**src/rtl/adc_sample_averager_if.sv**
```systemverilog
// Sample-strobe and OPB slave signals of the ADC sample averager.
// The bench or upstream logic drives the master side. The averager takes the slave side.
interface adc_sample_averager_if #(
    parameter int SAMPLE_W = 16
);
    logic [SAMPLE_W-1:0] smp_data;
    logic                smp_valid;
    logic [31:0]         opb_addr;
    logic [31:0]         opb_di;
    logic                opb_we;
    logic                opb_re;
    logic [31:0]         opb_do;
    logic                avg_irq;

    modport master (
        output smp_data, smp_valid, opb_addr, opb_di, opb_we, opb_re,
        input  opb_do, avg_irq
    );

    modport slave (
        input  smp_data, smp_valid, opb_addr, opb_di, opb_we, opb_re,
        output opb_do, avg_irq
    );
endinterface

```
**src/rtl/adc_sample_averager.sv**
```systemverilog
// Decimating boxcar averager. Blocks of 2^k samples are averaged into a word FIFO,
// and an OPB register file gives software access to the FIFO, status, raw min/max and a level IRQ.
module adc_sample_averager #(
    parameter int SAMPLE_W  = 16,
    parameter int MAX_SHIFT = 6,
    parameter int FIFO_AW   = 6
) (
    input  logic                 opb_clk_i,
    input  logic                 opb_rst_n_i,
    adc_sample_averager_if.slave bus_if
);
    localparam int ACC_W = SAMPLE_W + MAX_SHIFT;
    localparam int CNT_W = MAX_SHIFT + 1;
    localparam int SH_W  = $clog2(MAX_SHIFT + 1);
    localparam int LVL_W = FIFO_AW + 1;
    localparam int DEPTH = 1 << FIFO_AW;

    localparam logic [11:0] A_CTRL    = 12'h000;
    localparam logic [11:0] A_SHIFT   = 12'h002;
    localparam logic [11:0] A_IRQ_LVL = 12'h004;
    localparam logic [11:0] A_STATUS  = 12'h006;
    localparam logic [11:0] A_FIFO    = 12'h008;
    localparam logic [11:0] A_MINMAX  = 12'h00A;

    logic                enable_q, enable_d;
    logic [SH_W-1:0]     shift_q, shift_d;
    logic [LVL_W-1:0]    irq_lvl_q, irq_lvl_d;
    logic [ACC_W-1:0]    acc_q, acc_d;
    logic [CNT_W-1:0]    cnt_q, cnt_d;
    logic [SAMPLE_W-1:0] min_q, min_d, max_q, max_d;
    logic [FIFO_AW-1:0]  wr_ptr_q, wr_ptr_d, rd_ptr_q, rd_ptr_d;
    logic [LVL_W-1:0]    level_q, level_d;
    logic                ovf_q, ovf_d, udf_q, udf_d;
    logic [31:0]         opb_do_q, opb_do_d;
    logic                irq_q, irq_d;

    logic [SAMPLE_W-1:0] mem [DEPTH];

    logic [11:0]         addr_w;
    logic                wr_ctrl_w, wr_shift_w, wr_lvl_w, rd_fifo_w;
    logic                clear_w, discard_w, take_w, blk_done_w;
    logic                fifo_empty_w, fifo_full_w, pop_w, push_w;
    logic [ACC_W-1:0]    sum_w;
    logic [CNT_W-1:0]    cnt_inc_w;
    logic [SAMPLE_W-1:0] avg_w;
    logic [SH_W-1:0]     shift_wr_w;
    logic [31:0]         status_w;
    logic                unused_ok;

    assign addr_w     = bus_if.opb_addr[11:0];
    assign wr_ctrl_w  = bus_if.opb_we && (addr_w == A_CTRL);
    assign wr_shift_w = bus_if.opb_we && (addr_w == A_SHIFT);
    assign wr_lvl_w   = bus_if.opb_we && (addr_w == A_IRQ_LVL);
    assign rd_fifo_w  = bus_if.opb_re && (addr_w == A_FIFO);
    assign clear_w    = wr_ctrl_w && bus_if.opb_di[1];
    assign shift_wr_w = bus_if.opb_di[SH_W-1:0];

    // Dropping ENABLE or retuning k invalidates whatever partial block is in flight.
    assign discard_w  = wr_shift_w || (wr_ctrl_w && enable_q && !bus_if.opb_di[0]);
    assign take_w     = bus_if.smp_valid && enable_q && !clear_w && !discard_w;

    assign sum_w      = acc_q + ACC_W'(bus_if.smp_data);
    assign cnt_inc_w  = cnt_q + CNT_W'(1);
    assign blk_done_w = take_w && (cnt_inc_w == (CNT_W'(1) << shift_q));
    assign avg_w      = SAMPLE_W'(sum_w >> shift_q);

    assign fifo_empty_w = (level_q == '0);
    assign fifo_full_w  = (level_q == LVL_W'(DEPTH));
    assign pop_w        = rd_fifo_w && !fifo_empty_w;
    // A same-cycle pop frees the slot the new word needs.
    assign push_w       = blk_done_w && (!fifo_full_w || pop_w);

    assign unused_ok = ^{bus_if.opb_addr[31:12], bus_if.opb_di[31:LVL_W]};

    always_comb begin
        status_w = '0;
        status_w[LVL_W-1:0] = level_q;
        status_w[8]  = fifo_empty_w;
        status_w[9]  = fifo_full_w;
        status_w[10] = ovf_q;
        status_w[11] = udf_q;
    end

    always_comb begin
        enable_d  = wr_ctrl_w ? bus_if.opb_di[0] : enable_q;
        shift_d   = shift_q;
        irq_lvl_d = irq_lvl_q;
        acc_d     = acc_q;
        cnt_d     = cnt_q;
        min_d     = min_q;
        max_d     = max_q;
        wr_ptr_d  = wr_ptr_q;
        rd_ptr_d  = rd_ptr_q;
        level_d   = level_q;
        ovf_d     = ovf_q;
        udf_d     = udf_q;
        opb_do_d  = opb_do_q;
        irq_d     = (irq_lvl_q != '0) && (level_q >= irq_lvl_q);

        if (wr_shift_w)
            shift_d = (shift_wr_w > SH_W'(MAX_SHIFT)) ? SH_W'(MAX_SHIFT) : shift_wr_w;
        if (wr_lvl_w)
            irq_lvl_d = bus_if.opb_di[LVL_W-1:0];

        if (clear_w || discard_w) begin
            acc_d = '0;
            cnt_d = '0;
        end else if (take_w) begin
            acc_d = blk_done_w ? '0 : sum_w;
            cnt_d = blk_done_w ? '0 : cnt_inc_w;
        end

        if (take_w) begin
            if (bus_if.smp_data < min_q) min_d = bus_if.smp_data;
            if (bus_if.smp_data > max_q) max_d = bus_if.smp_data;
        end

        if (clear_w) begin
            min_d    = '1;
            max_d    = '0;
            wr_ptr_d = '0;
            rd_ptr_d = '0;
            level_d  = '0;
            ovf_d    = 1'b0;
            udf_d    = 1'b0;
        end else begin
            if (push_w) wr_ptr_d = wr_ptr_q + FIFO_AW'(1);
            if (pop_w)  rd_ptr_d = rd_ptr_q + FIFO_AW'(1);
            level_d = level_q + LVL_W'(push_w) - LVL_W'(pop_w);
            if (blk_done_w && !push_w)         ovf_d = 1'b1;
            if (rd_fifo_w && fifo_empty_w)     udf_d = 1'b1;
        end

        if (bus_if.opb_re) begin
            case (addr_w)
                A_CTRL:    opb_do_d = 32'(enable_q);
                A_SHIFT:   opb_do_d = 32'(shift_q);
                A_IRQ_LVL: opb_do_d = 32'(irq_lvl_q);
                A_STATUS:  opb_do_d = status_w;
                A_FIFO:    opb_do_d = fifo_empty_w ? 32'h0 : 32'(mem[rd_ptr_q]);
                A_MINMAX:  opb_do_d = {max_q, min_q};
                default:   opb_do_d = 32'h0;
            endcase
        end
    end

    always_ff @(posedge opb_clk_i or negedge opb_rst_n_i) begin
        if (!opb_rst_n_i) begin
            enable_q  <= 1'b0;
            shift_q   <= '0;
            irq_lvl_q <= '0;
            acc_q     <= '0;
            cnt_q     <= '0;
            min_q     <= '1;
            max_q     <= '0;
            wr_ptr_q  <= '0;
            rd_ptr_q  <= '0;
            level_q   <= '0;
            ovf_q     <= 1'b0;
            udf_q     <= 1'b0;
            opb_do_q  <= '0;
            irq_q     <= 1'b0;
        end else begin
            enable_q  <= enable_d;
            shift_q   <= shift_d;
            irq_lvl_q <= irq_lvl_d;
            acc_q     <= acc_d;
            cnt_q     <= cnt_d;
            min_q     <= min_d;
            max_q     <= max_d;
            wr_ptr_q  <= wr_ptr_d;
            rd_ptr_q  <= rd_ptr_d;
            level_q   <= level_d;
            ovf_q     <= ovf_d;
            udf_q     <= udf_d;
            opb_do_q  <= opb_do_d;
            irq_q     <= irq_d;
        end
    end

    // Storage carries no reset so it maps onto block RAM; occupancy lives in the pointers.
    always_ff @(posedge opb_clk_i) begin
        if (push_w)
            mem[wr_ptr_q] <= avg_w;
    end

    assign bus_if.opb_do  = opb_do_q;
    assign bus_if.avg_irq = irq_q;
endmodule
```
**src/flat_wrapper.sv**
```systemverilog
// flat-port wrapper written by rule: the top's interface ports become plain ports
module adc_sample_averager_flat 
#(
    parameter int SAMPLE_W  = 16,
    parameter int MAX_SHIFT = 6,
    parameter int FIFO_AW   = 6
)
  (opb_clk_i, opb_rst_n_i, bus_if_smp_data, bus_if_smp_valid, bus_if_opb_addr, bus_if_opb_di, bus_if_opb_we, bus_if_opb_re, bus_if_opb_do, bus_if_avg_irq);
  adc_sample_averager_if #(.SAMPLE_W(SAMPLE_W)) bus_if_i ();
  input  logic opb_clk_i;
  input  logic opb_rst_n_i;
  input wire logic [$bits(bus_if_i.smp_data)-1:0] bus_if_smp_data;
  input wire logic [$bits(bus_if_i.smp_valid)-1:0] bus_if_smp_valid;
  input wire logic [$bits(bus_if_i.opb_addr)-1:0] bus_if_opb_addr;
  input wire logic [$bits(bus_if_i.opb_di)-1:0] bus_if_opb_di;
  input wire logic [$bits(bus_if_i.opb_we)-1:0] bus_if_opb_we;
  input wire logic [$bits(bus_if_i.opb_re)-1:0] bus_if_opb_re;
  output wire logic [$bits(bus_if_i.opb_do)-1:0] bus_if_opb_do;
  output wire logic [$bits(bus_if_i.avg_irq)-1:0] bus_if_avg_irq;
  assign bus_if_i.smp_data = bus_if_smp_data;
  assign bus_if_i.smp_valid = bus_if_smp_valid;
  assign bus_if_i.opb_addr = bus_if_opb_addr;
  assign bus_if_i.opb_di = bus_if_opb_di;
  assign bus_if_i.opb_we = bus_if_opb_we;
  assign bus_if_i.opb_re = bus_if_opb_re;
  assign bus_if_opb_do = bus_if_i.opb_do;
  assign bus_if_avg_irq = bus_if_i.avg_irq;
  adc_sample_averager #(.SAMPLE_W(SAMPLE_W), .MAX_SHIFT(MAX_SHIFT), .FIFO_AW(FIFO_AW)) u_core (.opb_clk_i(opb_clk_i), .opb_rst_n_i(opb_rst_n_i), .bus_if(bus_if_i));
endmodule
```
**config.mk**
```make
export PLATFORM = sky130hd
export DESIGN_NAME = adc_sample_averager_flat
export DESIGN_NICKNAME = d
export VERILOG_FILES = /design/src/rtl/adc_sample_averager_if.sv /design/src/rtl/adc_sample_averager.sv /design/src/flat_wrapper.sv
export SDC_FILE = /design/constraint.sdc
export NUM_CORES = 1
export LEC_CHECK = 0
export BUFFER_PORTS_ARGS = -buffer_cell sky130_fd_sc_hd__buf_2
export CAP_MARGIN = 0
export CORE_ASPECT_RATIO = 0.75
export CORE_UTILIZATION = 50
export DETAILED_ROUTE_END_ITERATION = 10
export PLACE_DENSITY = 0.66
export SKIP_CTS_REPAIR_TIMING = 1
export SLEW_MARGIN = 20
export SYNTH_ARGS = -nofsm -noshare
export SYNTH_HDL_FRONTEND = slang
export SYNTH_SLANG_ARGS = --single-unit
```
**constraint.sdc**
```tcl
create_clock -name opb_clk_i -period 7.48 [get_ports opb_clk_i]
set_clock_uncertainty 0.2 [all_clocks]
set_input_delay 1.496 -clock opb_clk_i [delete_from_list [all_inputs] [get_ports opb_clk_i]]
set_output_delay 1.496 -clock opb_clk_i [all_outputs]
set_load 0.02 [all_outputs]
```
# Yosys cells after proc, flatten, opt, wreduce, memory -nomap -nowiden
# Memories as Yosys holds them, arrays and structs flattened.
# Index checks and enable logic that the tools add are counted.
[classes] n_lt_le_gt_ge=4 eq_ne=7 mux=26 n_reduce_logical=38 n_addsub=6 n_shift=2
[ops] op="$pmux W32 S6" n=1
[ops] op="$mux W16" n=7
[ops] op="$mux W22" n=3
[ops] op="$mux W7" n=4
[ops] op="$eq A12 B3 Y1 const B" n=2
[ops] op="$eq A12 B4 Y1 const B" n=2
[ops] op="$mux W6" n=4
[ops] op="$add A22 B16 Y22" n=1
[ops] op="$shr A22 B3 Y16" n=1
[ops] op="$gt A16 B16 Y1" n=1
[ops] op="$logic_and A1 B1 Y1" n=16
[ops] op="$lt A16 B16 Y1" n=1
[ops] op="$reduce_bool A2 Y1" n=8
[ops] op="$add A6 B1 Y6 const B" n=2
[ops] op="$eq A12 B2 Y1 const B" n=1
[ops] op="$logic_not A12 Y1" n=1
[ops] op="$add A7 B1 Y7" n=1
[ops] op="$add A7 B1 Y7 const B" n=1
[ops] op="$eq A7 B7 Y1" n=1
[ops] op="$eq A7 B7 Y1 const B" n=1
[ops] op="$ge A7 B7 Y1" n=1
[ops] op="$logic_not A7 Y1" n=1
[ops] op="$reduce_bool A7 Y1" n=1
[ops] op="$shl A1 B3 Y7 const A" n=1
[ops] op="other kinds (7)" n=20
[word_totals] ramBits=1024 out_inout_bits=33 word_cells=98 register_bits=126 n_memories=1
[memory_table] memory="u_core.mem" depth=64 word_bits=16 read_ports=1 rd_ports_with_merged_regs=0 write_ports=1 line_no="adc_sample_averager.sv:37" text="logic [SAMPLE_W-1:0] mem [DEPTH];"

# Logic depth before layout (Yosys ltp)
# Gate-level depths: netlist (run 1).
[depth] ltp_word=13 ltp_mapped=17 ltp_nobuf=17

# Worst setup path after synthesis (run 1)
# Ideal clock, no wire load.
[synth_timing] path_kind="input to register" start="input port bus_if_smp_data[0]" end="memory u_core.mem[0][4] (data pin)" path_slack_ps=518 path_stages=11 path_buffers=0 t_arrival_ps=6061 required_ps=6579 setup_ps=701 path_cell_list="ha_1 -> inv_1 -> fa_1 -> nor2b_4 -> o31a_1 -> or4b_4 -> a21oi_1 -> xnor2_1 -> mux2i_1 -> mux2_2 -> o21ai_0"
[synth_via] elab_chain_len=2
[synth_lines] element="from (decl)" line_no="flat_wrapper.sv:12" text="input wire logic [$bits(bus_if_i.smp_data)-1:0] bus_if_smp_data;"
[synth_lines] element="$add A22 B16 Y22" line_no="adc_sample_averager.sv:62" text="assign sum_w = acc_q + ACC_W'(bus_if.smp_data);"
[synth_lines] element="$shr A22 B3 Y16" line_no="adc_sample_averager.sv:65" text="assign avg_w = SAMPLE_W'(sum_w >> shift_q);"
[synth_lines] element="net u_core.avg_w[4]" line_no="adc_sample_averager.sv:45" text="logic [SAMPLE_W-1:0] avg_w;"
[synth_lines] element="to (decl)" line_no="adc_sample_averager.sv:37"
# The timed path passes the listed nets, and every way through them passes these cells.

# Final worst setup path (run 1)
[layout_timing] start="input port bus_if_smp_data[0]" end="memory u_core.mem[31][12] (data pin)"
# The elaborated chain is that of the path after synthesis.

==> impl_metrics.json, run 1 <==
{
  "synthesis.nets": 2621,
  "cp-start-kind": "input pin",
  "initial_core_util_pct": 50.8,
  "p_leak_nw": 17.4,
  "drt-pass1-iter-count": 8,
  "ys_seq_area_share_pct": 71.2,
  "crit_fanout": 33,
  "max_slew_margin_pct": 23.0,
  "h-tree-depth": 3,
  "cts_root_buffer": "clkbuf_16",
  "cts_buffers": 103,
  "clkLatencyLatePin_ps": 700,
  "nFillCells": 6919,
  "crit_arrival_ps": 5690,
  "holdPathStages": 2,
  "yosysWarnings": 0,
  "critPathMaxStageDelay_ps": 850,
  "die_y_um": 269,
  "synthArstFlopShare_pct": 11.0,
  "r2r_cells": 11,
  "outcome": "complete, no violations",
  "whs_endpoint": "u_core.bus_if.opb_do[12]",
  "cp_cell_sequence": "buf_2 -> ha_1 -> inv_1 -> fa_1 -> nor2b_4 -> o31a_1 -> or4b_4 -> a2111o_1 -> and3_4 -> o311ai_1 -> a21bo_1 -> mux2i_4 -> buf_4",
  "antenna_found_initial": 6,
  "ant_nets": 0,
  "crit_buf_inv": 3,
  "dpl.hpwl_mm": 67.7,
  "cts_num_sinks": 1150,
  "yosys-top-cells-count": "edfxtp_1, mux4_2, nor2_1, dfrtp_1, nand2_1",
  "cpLargestDelayFamily": "compound AO/OA/AOI/OAI gates",
  "power_mw": 12.7,
  "crit_required_ps": 7760,
  "fin_crit_ps": 5400,
  "grt_overflow": 0,
  "synth_top_area_share_pct": 64.6,
  "fmax_mhz": 185,
  "r2r-end": "u_core.mem[19][8]",
  "r2r_slack_ps": 2300,
  "synth_cell_types": 81,
  "core_area_sq_mm": 0.0938,
  "cts_tree": "built",
  "critPathKind": "in -> reg",
  "post-route-period-util_pct": 72.2,
  "synth_seq_cells": 1150,
  "final_net_count": 2756,
  "drive_gt1_share_pct": 27.5,
  "die_width_um": 358,
  "slew_violations": 0,
  "max_slew.worst_pin.slew_ps": 1130,
  "routabilityCongestion": 0.891,
  "via_per_inst": 6.27,
  "wl_mm": 115,
  "synth_cells": 2468,
  "io_pins": 118,
  "clk_pin_slew_ps": 70,
  "yosys.area.top_type": "edfxtp_1",
  "dieArea_sq_mm": 0.0965,
  "wl_per_cell_um": 29.2,
  "synthTopCellsByArea": "edfxtp_1, mux4_2, dfrtp_1",
  "timing.rr.start": "u_core.shift_q[0]",
  "drc": 0,
  "grt_use_total_pct": 24.2,
  "p_per_area_mw_per_mm2": 238,
  "grt_pass1_vias": 24632,
  "rsz0062_at_grt": "no",
  "grt_pass1_wl_mm": 167,
  "vdd_drop_max_uv": 225,
  "crit_slowest_cell": "mux2i_4",
  "grt_max_degree": 113,
  "hold_violations": 0,
  "hold_class": "reg -> reg",
  "yosysMostFrequentCell": "edfxtp_1",
  "maxCapViolCount": 0,
  "synth_edf_count": 1024,
  "crit_path_end_kind": "flop",
  "finalSetupViolations": 0,
  "synth-main-ff-cell": "edfxtp_1",
  "numPortBuffers": 72,
  "route.vias.total": 24624,
  "area_delta_synth_final_pct": 11.7,
  "num_rows": 97,
  "hp-start": "u_core.bus_if.opb_do[12]",
  "clockBufferDepth": 3,
  "avgSynthCellArea_sq_um": 19.3,
  "initialDrtViolationCount": 2722,
  "synth.cell_area_sq_mm": 0.0476,
  "tns_ps": 0
}
metrics by stage:
stage / worst slack, ps / util, % / std cells / instance area [sq um] / hold WS (ps)
floorplan: 518 / - / 2468 / 47600 / 253
global placement: 1580 / 53.1 / 3731 / 49900 / 261
detailed placement: 1450 / 53.2 / 3731 / 49900 / 263
CTS: 2190 / 56.6 / 3919 / 53100 / 278
global route: 1970 / 56.7 / 3923 / 53200 / 302
finish: 2080 / 56.7 / 3925 / 53200 / 279
flip-flops by register name (all words and copies together) (netlist names):
register / count
u_core.mem: 1024
u_core.bus_if.opb_do: 32
u_core.acc_q: 22
u_core.max_q: 16
u_core.min_q: 16
u_core.cnt_q: 7
u_core.irq_lvl_q: 7
u_core.level_q: 7
u_core.rd_ptr_q: 6
u_core.wr_ptr_q: 6
u_core.shift_q: 3
u_core.bus_if.avg_irq: 1
u_core.enable_q: 1
u_core.ovf_q: 1
u_core.udf_q: 1
layout by cell type, fill, tap and decap left out, drive strengths merged, types with 6 or more instances in the layout:
| cell | n |
|---|---|
| edfxtp | 1024 |
| mux4 | 341 |
| buf | 163 |
| clkbuf | 131 |
| nor2 | 125 |
| dfrtp | 110 |
| nand2 | 104 |
| inv | 81 |
| ha | 66 |
| o21ai | 53 |
| a21oi | 45 |
| clkinv | 45 |
| nand3 | 41 |
| mux2 | 32 |
| a21o | 30 |
| mux2i | 26 |
| a22o | 22 |
| xnor2 | 20 |
| o211ai | 18 |
| dfstp | 16 |
| nand2b | 13 |
| nor2b | 13 |
| xor2 | 12 |
| nor3 | 9 |
| nand4 | 9 |
| a22oi | 9 |
| and3 | 9 |
| or3 | 8 |
| a31oi | 7 |
| bufinv | 6 |
| a211oi | 6 |
final cells by class:
cell class / instances / area (sq um) / area share [%]
diodes: 2 / 5.00 / 0.00941
inverters: 79 / 297 / 0.557
well taps: 1237 / 1550 / 2.91
clock buffers: 130 / 2720 / 5.11
multi-input cells: 1105 / 13100 / 24.6
clock inverters: 58 / 469 / 0.882
repair buffers: 164 / 1140 / 2.15
flip-flops and latches: 1150 / 33900 / 63.8
layer usage:
metal / GRT usage (%) / vias to the layer above / part of all wire (%)
met2: 35.4 / 1097 / 46
met5: 0 / - / 0.0061
met1: 36.4 / 13052 / 43
li1: - / 10322 / -
met3: 6.57 / 151 / 10
met4: 5.52 / 2 / 1.9
worst max-delay path by stage:
stage | slack, ps | start | end | cells past startpoint
after global routing | 1970 | u_core.shift_q[0] | u_core.mem[19][8] | 11
after detailed placement | 1450 | bus_if_smp_data[0] | u_core.mem[59][12] | 13
final | 2080 | bus_if_smp_data[0] | u_core.mem[31][12] | 13
after CTS | 2190 | bus_if_smp_data[0] | u_core.mem[3][8] | 13
after global placement | 1580 | bus_if_smp_data[0] | u_core.mem[12][8] | 13
after floorplan | 520 | bus_if_smp_data[0] | u_core.mem[0][4] | 11
worst register-to-register path, cell delays in order, from the launching register on:
cell and delay, ps:
dfrtp_1 320, buf_4 340, clkinv_1 710, or3_1 570, a21oi_1 150, o211a_1 160, buf_4 220, nand2_2 150
inv_1 340, nand3_1 440, nor2_1 860, buf_4 390
cells by family (layout without fill, tap and decap cells):
| group | after synthesis | count (layout) | synth area share, % |
|---|---|---|---|
| other | 0 | 2 | 0 |
| and+or+nand+nor | 363 | 363 | 3.58 |
| buffers and inverters | 213 | 431 | 1.77 |
| adders and majority gates | 68 | 68 | 1.82 |
| AOI/OAI and AO/OA | 243 | 243 | 3.57 |
| DFF | 1150 | 1150 | 71.2 |
| muxes | 399 | 399 | 17.4 |
| xor gates and xnor gates | 32 | 32 | 0.589 |
where the power goes:
| group | leakage [nW] | internal (mW) | switching (mW) |
|---|---|---|---|
| registers | 10.7 | 7.05 | 0.0303 |
| logic | 5.12 | 0.161 | 0.322 |
| clock network | 1.55 | 2.78 | 2.32 |
| total | 17.4 | 10.0 | 2.67 |
No activity file was read; power rests on OpenSTA's default activity.
==> run 2: changes to the inputs <==
Clock period 7.48 ns to 5.48 ns, I/O delays scaled along.
==> run 2 against run 1 <==
Critical path depth stayed put. Utilization rose by 0.68 points. Wire length about the same.
==> impl_metrics.json, run 2 (synthesis gave the netlist of run 1 again) <==
{
  "vdd_drop_max_uv": 287,
  "antenna_found_initial": 9,
  "dpl.hpwl_mm": 68.7,
  "grt_use_total_pct": 24.3,
  "clkLatencyLatePin_ps": 690,
  "initial_core_util_pct": 50.8,
  "num_rows": 97,
  "grt_overflow": 0,
  "cp-start-kind": "input pin",
  "routabilityCongestion": 0.912,
  "clockBufferDepth": 3,
  "drt-pass1-iter-count": 7,
  "crit_required_ps": 5610,
  "wl_mm": 115,
  "dp_slack_ps": -47.5,
  "cts_root_buffer": "clkbuf_16",
  "outcome": "complete, no violations",
  "power.internal_mw": 14.0,
  "rsz0062_at_grt": "no",
  "route.vias.total": 24652,
  "max_slew_margin_pct": 30.8,
  "p_leak_nw": 17.8,
  "clk_pin_slew_ps": 60,
  "area_delta_synth_final_pct": 13.0,
  "max_slew.worst_pin.slew_ps": 1040,
  "via_per_inst": 6.20,
  "crit_fanout": 64,
  "slew_violations": 0,
  "die_width_um": 358,
  "clock_power_share_pct": 41.5,
  "placed_cell_area_sq_mm": 0.0504,
  "post-route-period-util_pct": 82.0,
  "most-common-layout-cells": "edfxtp_1, mux4_2, nor2_1, buf_4",
  "crit_path_end_kind": "flop",
  "largest_reg_flops": 1024,
  "finalSetupViolations": 0,
  "utilization_pct": 57.4,
  "hold_violations": 0,
  "initialDrtViolationCount": 2823,
  "fmax_mhz": 223,
  "grt_pass1_vias": 24804,
  "core_area_sq_mm": 0.0938,
  "numPortBuffers": 72,
  "die_y_um": 269,
  "fin_crit_ps": 4490,
  "grt_max_degree": 76,
  "hold_class": "in -> async",
  "io_pins": 118,
  "cts_num_sinks": 1150,
  "h-tree-depth": 3,
  "critPathKind": "in -> reg",
  "dieArea_sq_mm": 0.0965,
  "drive_gt1_share_pct": 28.3,
  "p_per_area_mw_per_mm2": 328,
  "regMostFlops": "u_core.mem",
  "tns_ps": 0,
  "crit_arrival_ps": 4620,
  "pwr-share-comb_pct": 3.7,
  "drc": 0,
  "power_mw": 17.7,
  "setup_slack_ps": 986,
  "seqPwrFrac_pct": 54.7,
  "ant_nets": 0,
  "layout_commonest_cell": "edfxtp_1",
  "cts_tree": "built",
  "maxCapViolCount": 0,
  "cts_buffers": 106,
  "postLayoutCellArea_sq_mm": 0.0538,
  "grt_pass1_wl_mm": 168,
  "final_net_count": 2801,
  "wl_per_cell_um": 28.9,
  "p_sw_mw": 3.64,
  "swShare_pct": 20.6
}
## run 2: area by class of cell
class | count | area (sq um)
flip-flops and latches | 1150 | 33900
clock inverters | 57 | 611
diodes | 1 | 2.50
well taps | 1237 | 1550
multi-input cells | 1105 | 13000
clock buffers | 138 | 2800
repair buffers | 206 | 1670
fillers | 6860 | 40000
inverters | 79 | 297
## run 2: through the flow
stage / cells / hold slack, ps
after global routing: 3972 / 273
final: 3973 / 256
after floorplan: 2468 / 253
after detailed placement: 3774 / 258
after global placement: 3774 / 261
after CTS: 3969 / 242
## run 2: power by group through the flow
stage	sequential, mW	clock (mW)	combinational [mW]
6_report	9.67	7.34	0.661
5_1_grt	9.67	7.79	0.732
4_1_cts	9.67	7.46	0.659
3_5_place_dp	9.85	0	0.654
3_3_place_gp	9.85	0	0.615
2_1_floorplan	9.84	0	0.402
## run 2: path summary, 6_finish.rpt
check / slack, ps / end / from / cells after the start
worst max-delay path: 990 / u_core.mem[16][14] / bus_if_smp_data[0] / 13
worst min-delay path: 260 / u_core.bus_if.opb_do[30] / opb_rst_n_i / 1
worst max register to register: 1080 / u_core.level_q[6] / u_core.cnt_q[0] / 16
worst min register to register: 270 / u_core.bus_if.opb_do[12] / u_core.bus_if.opb_do[12] / 2
min in group opb_clk_i: 270 / u_core.bus_if.opb_do[12] / u_core.bus_if.opb_do[12] / 2
max in group asynchronous: 3870 / u_core.rd_ptr_q[3] / opb_rst_n_i / 2
## run 2: per-layer routing
metal	up-vias	share of wire, %	track usage, %
li1	10422	-	-
met1	13037	42	35.8
met2	1027	45	35.5
met3	162	10	7.51
met4	4	2.1	5.82
met5	-	0.025	0
## run 2: critical path, cell delays in order
cell	delay [ps]
buf_2	140
ha_1	210
inv_1	70
fa_1	250
nor2b_4	60
o31a_1	270
or4b_4	540
a2111o_1	480
a211oi_2	250
a2111oi_2	90
a2111oi_0	740
a21oi_4	40
buf_4	360
